$ cat src/rtl/perf_counter_arbiter_pkg.sv
// Shared types for the performance-counter arbiter: 64-bit data words, the
// result record layout, the per-channel FSM encoding and a saturating adder.
// No ports; imported by perf_channel_tracker and perf_counter_arbiter.
package perf_counter_arbiter_pkg;

  typedef logic [63:0] data64_t;

  // Widest channel index supported (N_CH up to 16).
  localparam int unsigned MAX_CH_W = 4;

  // Record as seen by a consumer of the output port.
  typedef struct packed {
    logic [MAX_CH_W-1:0] channel;
    data64_t             cycles;
    data64_t             idle;
  } perf_record_t;

  typedef enum logic {
    ST_WAIT     = 1'b0,
    ST_COUNTING = 1'b1
  } ch_state_e;

  // Unsigned add that sticks at all-ones instead of wrapping.
  function automatic logic [31:0] sat_add_u32(input logic [31:0] a, input logic [4:0] b);
    logic [32:0] sum;
    sum = {1'b0, a} + {28'd0, b};
    return sum[32] ? 32'hFFFF_FFFF : sum[31:0];
  endfunction

endpackage

$ cat src/rtl/perf_channel_tracker.sv
// Per-channel measurement FSM with 64-bit cycle/idle counters and a one-deep result slot.
// Latency: a completing beat lands in the slot (pend_o) at the next edge.
// Backpressure: a completion while the slot is full and not granted is dropped (drop_o pulse).
// Ports: clk/rst, clear_i (abort+flush), enable_i, hs_i/last_i (stream beat),
//        grant_i (slot taken this edge), busy_o, pend_o, pend_cycles_o/pend_idle_o, drop_o.
module perf_channel_tracker
  import perf_counter_arbiter_pkg::*;
(
  input  logic    clk,
  input  logic    rst,
  input  logic    clear_i,
  input  logic    enable_i,
  input  logic    hs_i,
  input  logic    last_i,
  input  logic    grant_i,
  output logic    busy_o,
  output logic    pend_o,
  output data64_t pend_cycles_o,
  output data64_t pend_idle_o,
  output logic    drop_o
);

  ch_state_e state_q;
  data64_t   cycles_q, idle_q;
  data64_t   slot_cycles_q, slot_idle_q;
  logic      pend_q;

  logic      start, done;
  data64_t   cycles_d, idle_d;

  // Counter next-values; on a completing beat these are the values recorded,
  // so the final cycle is already folded in.
  always_comb begin
    start    = 1'b0;
    done     = 1'b0;
    cycles_d = cycles_q;
    idle_d   = idle_q;
    case (state_q)
      ST_WAIT: begin
        if (enable_i && hs_i) begin
          start    = 1'b1;
          cycles_d = 64'd1;
          idle_d   = '0;
          done     = last_i;
        end
      end
      ST_COUNTING: begin
        cycles_d = cycles_q + 64'd1;
        idle_d   = idle_q + {63'd0, ~hs_i};
        done     = hs_i & last_i;
      end
      default: ;
    endcase
  end

  // A granted slot empties on this edge, so a same-edge completion refills it.
  assign drop_o = done & pend_q & ~grant_i & ~clear_i;

  always_ff @(posedge clk) begin
    if (rst) begin
      state_q       <= ST_WAIT;
      cycles_q      <= '0;
      idle_q        <= '0;
      slot_cycles_q <= '0;
      slot_idle_q   <= '0;
      pend_q        <= 1'b0;
    end else if (clear_i) begin
      state_q  <= ST_WAIT;
      cycles_q <= '0;
      idle_q   <= '0;
      pend_q   <= 1'b0;
    end else begin
      cycles_q <= cycles_d;
      idle_q   <= idle_d;
      case (state_q)
        ST_WAIT:     if (start && !done) state_q <= ST_COUNTING;
        ST_COUNTING: if (done) state_q <= ST_WAIT;
        default:     state_q <= ST_WAIT;
      endcase
      if (done && (!pend_q || grant_i)) begin
        slot_cycles_q <= cycles_d;
        slot_idle_q   <= idle_d;
        pend_q        <= 1'b1;
      end else if (grant_i) begin
        pend_q <= 1'b0;
      end
    end
  end

  assign busy_o        = (state_q == ST_COUNTING);
  assign pend_o        = pend_q;
  assign pend_cycles_o = slot_cycles_q;
  assign pend_idle_o   = slot_idle_q;

endmodule

$ cat src/rtl/perf_counter_arbiter.sv
// Measures per-channel stream transfers and serialises results through a round-robin output register.
// Latency: completion in cycle c gives out_valid at the earliest in cycle c+2.
// Backpressure: out_ready low holds the record; one pending slot per channel, further completions drop.
// Ports: clk/rst, cfg_enable, cfg_clear, ch_handshake/ch_last [N_CH], out_valid/out_ready,
//        out_channel, out_cycles, out_idle, busy [N_CH], drop_count (saturating).
module perf_counter_arbiter
  import perf_counter_arbiter_pkg::*;
#(
  parameter int N_CH = 4,
  parameter int CH_W = $clog2(N_CH)
) (
  input  logic            clk,
  input  logic            rst,
  input  logic            cfg_enable,
  input  logic            cfg_clear,
  input  logic [N_CH-1:0] ch_handshake,
  input  logic [N_CH-1:0] ch_last,
  output logic            out_valid,
  input  logic            out_ready,
  output logic [CH_W-1:0] out_channel,
  output data64_t         out_cycles,
  output data64_t         out_idle,
  output logic [N_CH-1:0] busy,
  output logic [31:0]     drop_count
);

  logic [N_CH-1:0] pend_vec;
  logic [N_CH-1:0] drop_vec;
  logic [N_CH-1:0] grant_vec;
  data64_t         pend_cycles [N_CH];
  data64_t         pend_idle   [N_CH];

  logic            out_vld_q;
  logic [CH_W-1:0] out_chan_q;
  data64_t         out_cyc_q, out_idle_q;
  logic [CH_W-1:0] ptr_q;
  logic [31:0]     drop_q;

  logic            ld_en;
  logic            win_vld;
  logic [CH_W-1:0] win_idx;
  logic [CH_W-1:0] rr_idx;
  logic [4:0]      drop_inc;

  for (genvar g = 0; g < N_CH; g++) begin : g_ch
    assign grant_vec[g] = ld_en & win_vld & (win_idx == CH_W'(g));

    perf_channel_tracker u_trk (
      .clk           (clk),
      .rst           (rst),
      .clear_i       (cfg_clear),
      .enable_i      (cfg_enable),
      .hs_i          (ch_handshake[g]),
      .last_i        (ch_last[g]),
      .grant_i       (grant_vec[g]),
      .busy_o        (busy[g]),
      .pend_o        (pend_vec[g]),
      .pend_cycles_o (pend_cycles[g]),
      .pend_idle_o   (pend_idle[g]),
      .drop_o        (drop_vec[g])
    );
  end

  // The register may load when empty or being drained; a clear cycle never loads.
  assign ld_en = (~out_vld_q | out_ready) & ~cfg_clear;

  // Round-robin: search from the channel after the last grant, wrapping.
  always_comb begin
    win_vld = 1'b0;
    win_idx = '0;
    rr_idx  = '0;
    for (int i = 1; i <= N_CH; i++) begin
      rr_idx = CH_W'((int'(ptr_q) + i) % N_CH);
      if (!win_vld && pend_vec[rr_idx]) begin
        win_vld = 1'b1;
        win_idx = rr_idx;
      end
    end
  end

  // Several channels may drop on the same edge.
  always_comb begin
    drop_inc = '0;
    for (int i = 0; i < N_CH; i++) begin
      drop_inc = drop_inc + {4'd0, drop_vec[i]};
    end
  end

  always_ff @(posedge clk) begin
    if (rst) begin
      out_vld_q  <= 1'b0;
      out_chan_q <= '0;
      out_cyc_q  <= '0;
      out_idle_q <= '0;
      ptr_q      <= CH_W'(N_CH - 1);
      drop_q     <= '0;
    end else if (cfg_clear) begin
      out_vld_q <= 1'b0;
      drop_q    <= '0;
    end else begin
      if (ld_en) begin
        out_vld_q <= win_vld;
        if (win_vld) begin
          out_chan_q <= win_idx;
          out_cyc_q  <= pend_cycles[win_idx];
          out_idle_q <= pend_idle[win_idx];
          ptr_q      <= win_idx;
        end
      end
      drop_q <= sat_add_u32(drop_q, drop_inc);
    end
  end

  assign out_valid   = out_vld_q;
  assign out_channel = out_chan_q;
  assign out_cycles  = out_cyc_q;
  assign out_idle    = out_idle_q;
  assign drop_count  = drop_q;

endmodule

$ cat config.mk
export PLATFORM = sky130hd
export DESIGN_NAME = perf_counter_arbiter
export DESIGN_NICKNAME = d
export VERILOG_FILES = /design/src/rtl/perf_counter_arbiter_pkg.sv /design/src/rtl/perf_channel_tracker.sv /design/src/rtl/perf_counter_arbiter.sv
export SDC_FILE = /design/constraint.sdc
export NUM_CORES = 2
export LEC_CHECK = 0
export CORE_MARGIN = 2
export CORE_UTILIZATION = 30
export CTS_BUF_LIST = sky130_fd_sc_hd__clkbuf_16
export CTS_CLUSTER_DIAMETER = 30
export CTS_CLUSTER_SIZE = 8
export DETAILED_ROUTE_END_ITERATION = 6
export PLACE_DENSITY = 0.44
export SYNTH_ARGS = -nofsm -noshare
export SYNTH_HDL_FRONTEND = slang
export SYNTH_SLANG_ARGS = --single-unit
$ cat constraint.sdc
create_clock -name clk -period 5.1 [get_ports clk]
set_input_delay 0.765 -clock clk [delete_from_list [all_inputs] [get_ports clk]]
set_output_delay 0.765 -clock clk [all_outputs]
set_load 0.05 [all_outputs]
Word-level counts from Yosys, hierarchy flattened
Cells that the tools add are included.
Operators by class
  add/sub/neg operators: 16
  order comparisons: 5
  eq/ne operators: 3
  multiplexer cells: 75
  bitwise gates (word level): 38
  reduce and logical (&&, ||, !) cells: 41
Operator list (number)
  $pmux 64 s2: 8
  $mux 64: 12
  $add 64x1->64: 4
  $add 64x1->64 const B: 4
  $bmux 64 s2: 2
  $mux 1: 36
  $add 32x4->33: 1
  $mux 32: 1
  $and 1x1->1: 22
  $pmux 1 s2: 8
  $logic_and 1x1->1: 15
  $not 1->1: 14
  $lt 2x3->1 const B: 4
  $logic_not 1->1: 11
  $bmux 1 s2: 4
  $mux 2: 4
  $reduce_and 2->1: 4
  $reduce_bool 2->1: 4
  $add 2x1->2 const B: 2
  $add 2x2->2 const B: 2
  $add 3x1->4: 1
  $eq 2x2->1 const B: 2
  $logic_or 1x1->1: 4
  $add 2x1->3: 1
  other kinds (8): 8
Storage, ports and cells
  bits in registers: 1197
  output and inout port bits: 167
  logic and storage cells: 208

Depth between registers and ports, before layout
  depth in word-level cells: 23
  gate-level depth with buffers: 18
  gate-level depth less buffers: 15

By module
Synthesis repeated with hierarchy kept, for this count alone.
Unflattened totals
  cells, all modules: 6280
  area, all modules: 55767.2 µm²
Modules (own cells, without submodules)
  perf_channel_tracker at g_ch[0].u_trk ...: times used 3, cells an instance 1302, area an instance 11278.3 µm²
  perf_channel_tracker at g_ch[1].u_trk: times used 1, cells an instance 1269, area an instance 11064.4 µm²
  perf_counter_arbiter: times used 1, cells an instance 1105, area an instance 10867.9 µm²

Worst setup path after synthesis
OpenSTA, ideal clock, no wires.
  path type: flip-flop to flip-flop
  start: register g_ch[3].u_trk.pend_q
  end: register drop_q[19] (netlist: drop_count[19])
  arrival time: 4.488 ns
  data required time: 4.968 ns
  path slack: 0.479 ns
  stages on the path, launching flop included: 19
  period minus slack after synthesis: 4.621 ns
  cell sequence: dfxtp_1 > nor2b_1 > o2bb2ai_1 > o21bai_1 > clkbuf_1 > clkbuf_1 > o21ai_0 > or3_1 > fa_1 > inv_1 > fa_1 > fa_1 > nand3_1 > nor3_1 > and3_1 > nand3_1 > clkbuf_1 > clkbuf_1 > a21oi_1
Between the ends
  word-level cells in the longest chain between the ends: 22
Ends and longest elaborated chain
  from (decl): RTL line perf_channel_tracker.sv:26  | logic pend_q;
  from (signal assigned): RTL line perf_channel_tracker.sv:66  | pend_q <= 1'b0;
  from (signal assigned): RTL line perf_channel_tracker.sv:71  | pend_q <= 1'b0;
  from (signal assigned): RTL line perf_channel_tracker.sv:83  | pend_q <= 1'b1;
  $bmux 1 s2: RTL line perf_counter_arbiter.sv:74  | if (!win_vld && pend_vec[rr_idx]) begin
  $mux 1 (implied by the code): RTL line perf_counter_arbiter.sv:74
  $mux 1: RTL line perf_counter_arbiter.sv:74
  $logic_not 1->1: RTL line perf_counter_arbiter.sv:74
  $logic_and 1x1->1: RTL line perf_counter_arbiter.sv:74
  $mux 1: RTL line perf_counter_arbiter.sv:74
  $logic_not 1->1: RTL line perf_counter_arbiter.sv:74
  $logic_and 1x1->1: RTL line perf_counter_arbiter.sv:74
  (+5 left out)
  $and 1x1->1: RTL line perf_counter_arbiter.sv:46  | assign grant_vec[g] = ld_en & win_vld & (win_idx == CH_W'(g));
  $not 1->1: RTL line perf_channel_tracker.sv:57  | assign drop_o = done & pend_q & ~grant_i & ~clear_i;
  $and 1x1->1 (2 in a row): RTL line perf_channel_tracker.sv:57
  $add 1x1->2: RTL line perf_counter_arbiter.sv:85  | drop_inc = drop_inc + {4'd0, drop_vec[i]};
  $add 2x1->3: RTL line perf_counter_arbiter.sv:85
  $add 3x1->4 *: RTL line perf_counter_arbiter.sv:85
  $add 32x4->33 *: RTL line perf_counter_arbiter_pkg.sv:26  | sum = {1'b0, a} + {28'd0, b};
  $mux 32 *: RTL line perf_counter_arbiter_pkg.sv:27  | return sum[32] ? 32'hFFFF_FFFF : sum[31:0];
  to (signal assigned): RTL line perf_counter_arbiter.sv:110  | drop_q <= sat_add_u32(drop_q, drop_inc);
  to (decl): RTL line perf_counter_arbiter.sv:37  | logic [31:0] drop_q;
Every way passes the cells marked *; elsewhere a longest branch is shown, timed or not. The select of a mux whose other input is x is not followed.
A chain may end at the register's enable or synchronous reset.

Final worst setup path
  start: register g_ch[3].u_trk.pend_q
  end: register drop_q[0] (netlist: drop_count[0])
Same word-level chain as after synthesis.

==> results.sh <==
export IMPL_fp_dieW_um=428
export IMPL_fin_crit_sh_pct=84.4
export IMPL_worst_ep_required_time_ns=5.91
export IMPL_yosysTopAreaCell="dfxtp_1"
export IMPL_synth_async_sr_flop_share_pct=0
export IMPL_die_area_um2=183000
export IMPL_yosys_warnings=0
export IMPL_skew_ns=0.0462
export IMPL_finalSetupViolations=0
export IMPL_post_cts_buffers=0
export IMPL_start_util_pct=30.2
export IMPL_grt_usage_pct=20.5
export IMPL_synth_edf_count=0
export IMPL_io_buffers=179
export IMPL_drc=0
export IMPL_wl_mm=195
export IMPL_crit_path_start_kind="flip-flop"
export IMPL_cts_buffers=343
export IMPL_cts_buffer_depth=4
export IMPL_num_io_pins=180
export IMPL_synth_top_family_by_area="simple AND/OR/NAND/NOR gates"
export IMPL_routed_via_count=50000
export IMPL_core_area_um2=178000
export IMPL_netlist_area_leader_share_pct=44.5
export IMPL_clock_root_buffer="clkbuf_16"
export IMPL_synth_compound_area_share_pct=16.7
export IMPL_tightest_slew_ns=1.08
export IMPL_rsz0062_at_grt="no"
export IMPL_whs_ns=0.410
export IMPL_status="finished clean"
export IMPL_avgSynthCellArea_um2=7.94
export IMPL_critPathMaxFanout=29
export IMPL_grt_max_degree=201
export IMPL_syn_nets=6818
export IMPL_layout_drive_gt1_share_pct=11.1
export IMPL_layout_commonest_cell="nor2_1"
export IMPL_cts_sinks=1197
export IMPL_ys_types=65
export IMPL_first_pass_iters=7
export IMPL_hold_viol_final=0
export IMPL_drtIter0Drc=3571
export IMPL_cp_end_kind="flip-flop"
export IMPL_syn2layout_area_growth_pct=27.6
export IMPL_cap_violations=0
export IMPL_htreeDepth=5
export IMPL_cts_resized=0
export IMPL_rows=155
export IMPL_seq_area_frac_synth_pct=44.5
export IMPL_synth_cell_area_um2=53900
export IMPL_period_minus_slack_ns=4.30
export IMPL_clkTransAtPathRegs_ns=0.04
export IMPL_peakVddDrop_uv=250
export IMPL_synthFlopType="dfxtp_1"
export IMPL_layout_common_cells="1525 x nor2_1, 1197 x dfxtp_1, 720 x nand2_1"
export IMPL_grt_pass1_wl_mm=294
export IMPL_maxSlewHeadroom_pct=27.1
export IMPL_final_max_slew_viol_count=0
export IMPL_leakage_nw=22.1
export IMPL_die_h_um=428
export IMPL_synth_cells=6789
export IMPL_fin_nets=6979
export IMPL_design_area_um2=68800
export IMPL_grt_pass1_vias=46900
export IMPL_ant_nets=0
export IMPL_synthSimpleGateAreaFrac_pct=29.9
export IMPL_hold_path_class="primary input to flip-flop"
export IMPL_cts_tree="done"
export IMPL_clock_latency_ns=0.91
export IMPL_ys_ff_latch=1197
export IMPL_synth_adder_area_share_pct=0.413
export IMPL_grt_ovfl_total=0
export IMPL_wire_per_inst_um=20.4
export IMPL_max_freq_ghz=0.232
export IMPL_hold_buffers=0
export IMPL_antenna_found_initial=6
export IMPL_arrival_ns=5.11
export IMPL_powerDensity_nw_per_um2=447
export IMPL_synth_xor_area_share_pct=0.666
export IMPL_yosys_top_cells_area="dfxtp_1 44%, nor2_1 11%, a211oi_1 6.8%"
export IMPL_dpl_hpwl_mm=133
export IMPL_synth_mux_area_share_pct=3.88
export IMPL_gp_congestion=0.859
export IMPL_via_per_inst=5.23
export IMPL_total_power_mw=30.7
export IMPL_worstSetupPathType="flip-flop to flip-flop"
export IMPL_placed_area_um2=58100
==> cells in the mapped netlist, types with 14 or more instances <==
cell,count
o311a_1,25
o21ai_0,183
mux2_2,173
or3_1,35
buf_1,23
a31oi_1,16
xnor2_1,14
nand4_1,237
nand2_1,720
buf_2,15
or4_1,35
nor4_1,125
and4_1,42
and3_1,55
clkbuf_1,428
dfxtp_1,1197
and2_1,33
o211a_1,14
o21a_1,130
a22oi_1,18
xor2_1,27
nand3_1,440
o211ai_1,149
a21oi_1,130
mux2i_1,14
nor2_1,1527
inv_1,79
a211oi_1,489
nor3_1,115
o31a_1,90
nand3b_1,96
==> cell type report <==
| class | count | area [um^2] |
|---|---|---|
| Antenna cell | 3 | 7.51 |
| Clock buffer | 348 | 8710 |
| Clock inverter | 247 | 1980 |
| Fill cell | 18400 | 110000 |
| Inverter | 79 | 297 |
| Multi-Input combinational cell | 5040 | 27900 |
| Sequential cell | 1197 | 24000 |
| Tap cell | 2355 | 2950 |
| Timing Repair Buffer | 289 | 2950 |
==> state kept, by name (all words and copies together), names as in the netlist <==
signal and flops:
g_ch.u_trk.pend_o 4, out_idle 64, g_ch.u_trk.cycles_q 256, g_ch.u_trk.idle_q 256, g_ch.u_trk.pend_idle_o 256, ptr_q 2
out_channel 2, out_valid 1, g_ch.u_trk.pend_cycles_o 256, drop_count 32, out_cycles 64, g_ch.u_trk.busy_o 4
==> power by group <==
group / switching [mW] / leakage (nW) / total [mW] / internal, mW
clock network: 6.00 / 5.54 / 19.7 / 13.7
registers: 0.108 / 9.68 / 9.68 / 9.57
logic: 0.974 / 6.88 / 1.30 / 0.325
total: 7.08 / 22.1 / 30.7 / 23.6
==> cell families (layout without fill, tap and decap cells) <==
logic type	count (synthesis)	in the layout
and+or+nand+nor	3522	3522
other	0	3
adders and majority gates	16	16
DFF	1197	1197
muxes	187	187
buffers and inverters	552	963
AOI/OAI and AO/OA	1274	1274
xor gates and xnor gates	41	41
==> layer usage <==
layer  global-route usage, %  vias to the layer above  part of all wire (%)
li1                        -                    24700                     -
met1                    29.6                    23800                    49
met2                    30.0                     1121                    42
met3                    3.37                      327                   4.6
met4                    8.48                        0                   3.8
met5                       0                        -                     0
==> path summary, 6_finish.rpt <==
check                                     startpoint                               to  slack [ns]  cells after the start
worst min-delay path                             rst  g_ch[2].u_trk.pend_cycles_o[35]        0.41                      2
worst max-delay path            g_ch[3].u_trk.pend_o                    drop_count[0]        0.80                     15
worst max register to register  g_ch[3].u_trk.pend_o                    drop_count[0]        0.80                     15
worst min register to register         out_cycles[0]                    out_cycles[0]        0.45                      2
==> per-stage QoR <==
stage / TNS (ns) / cells / setup WS (ns) / util [%]
2_1_floorplan: 0 / 6789 / 0.479 / -
3_3_place_gp: -0.0766 / 8960 / -0.0165 / 32.6
3_5_place_dp: -0.00192 / 8960 / -0.00192 / 32.6
4_1_cts: 0 / 9555 / 0.785 / 38.5
5_1_grt: 0 / 9557 / 0.424 / 38.5
6_report: 0 / 9558 / 0.795 / 38.5
==> worst max-delay path, cell delays in order (launching register included) <==
cell       delay, ns
dfxtp_1         0.44
nor2b_1         0.21
o2bb2ai_1       0.16
o21bai_4        0.15
o21ai_0         0.11
or3_1           0.35
fa_1            0.44
inv_1           0.09
fa_1            0.33
fa_1            0.28
nand3_1         0.10
nor3_1          0.77
and3_1          0.31
nand3_1         0.13
buf_12          0.20
a21oi_1         0.14
No activity file was read; power rests on OpenSTA's default activity.
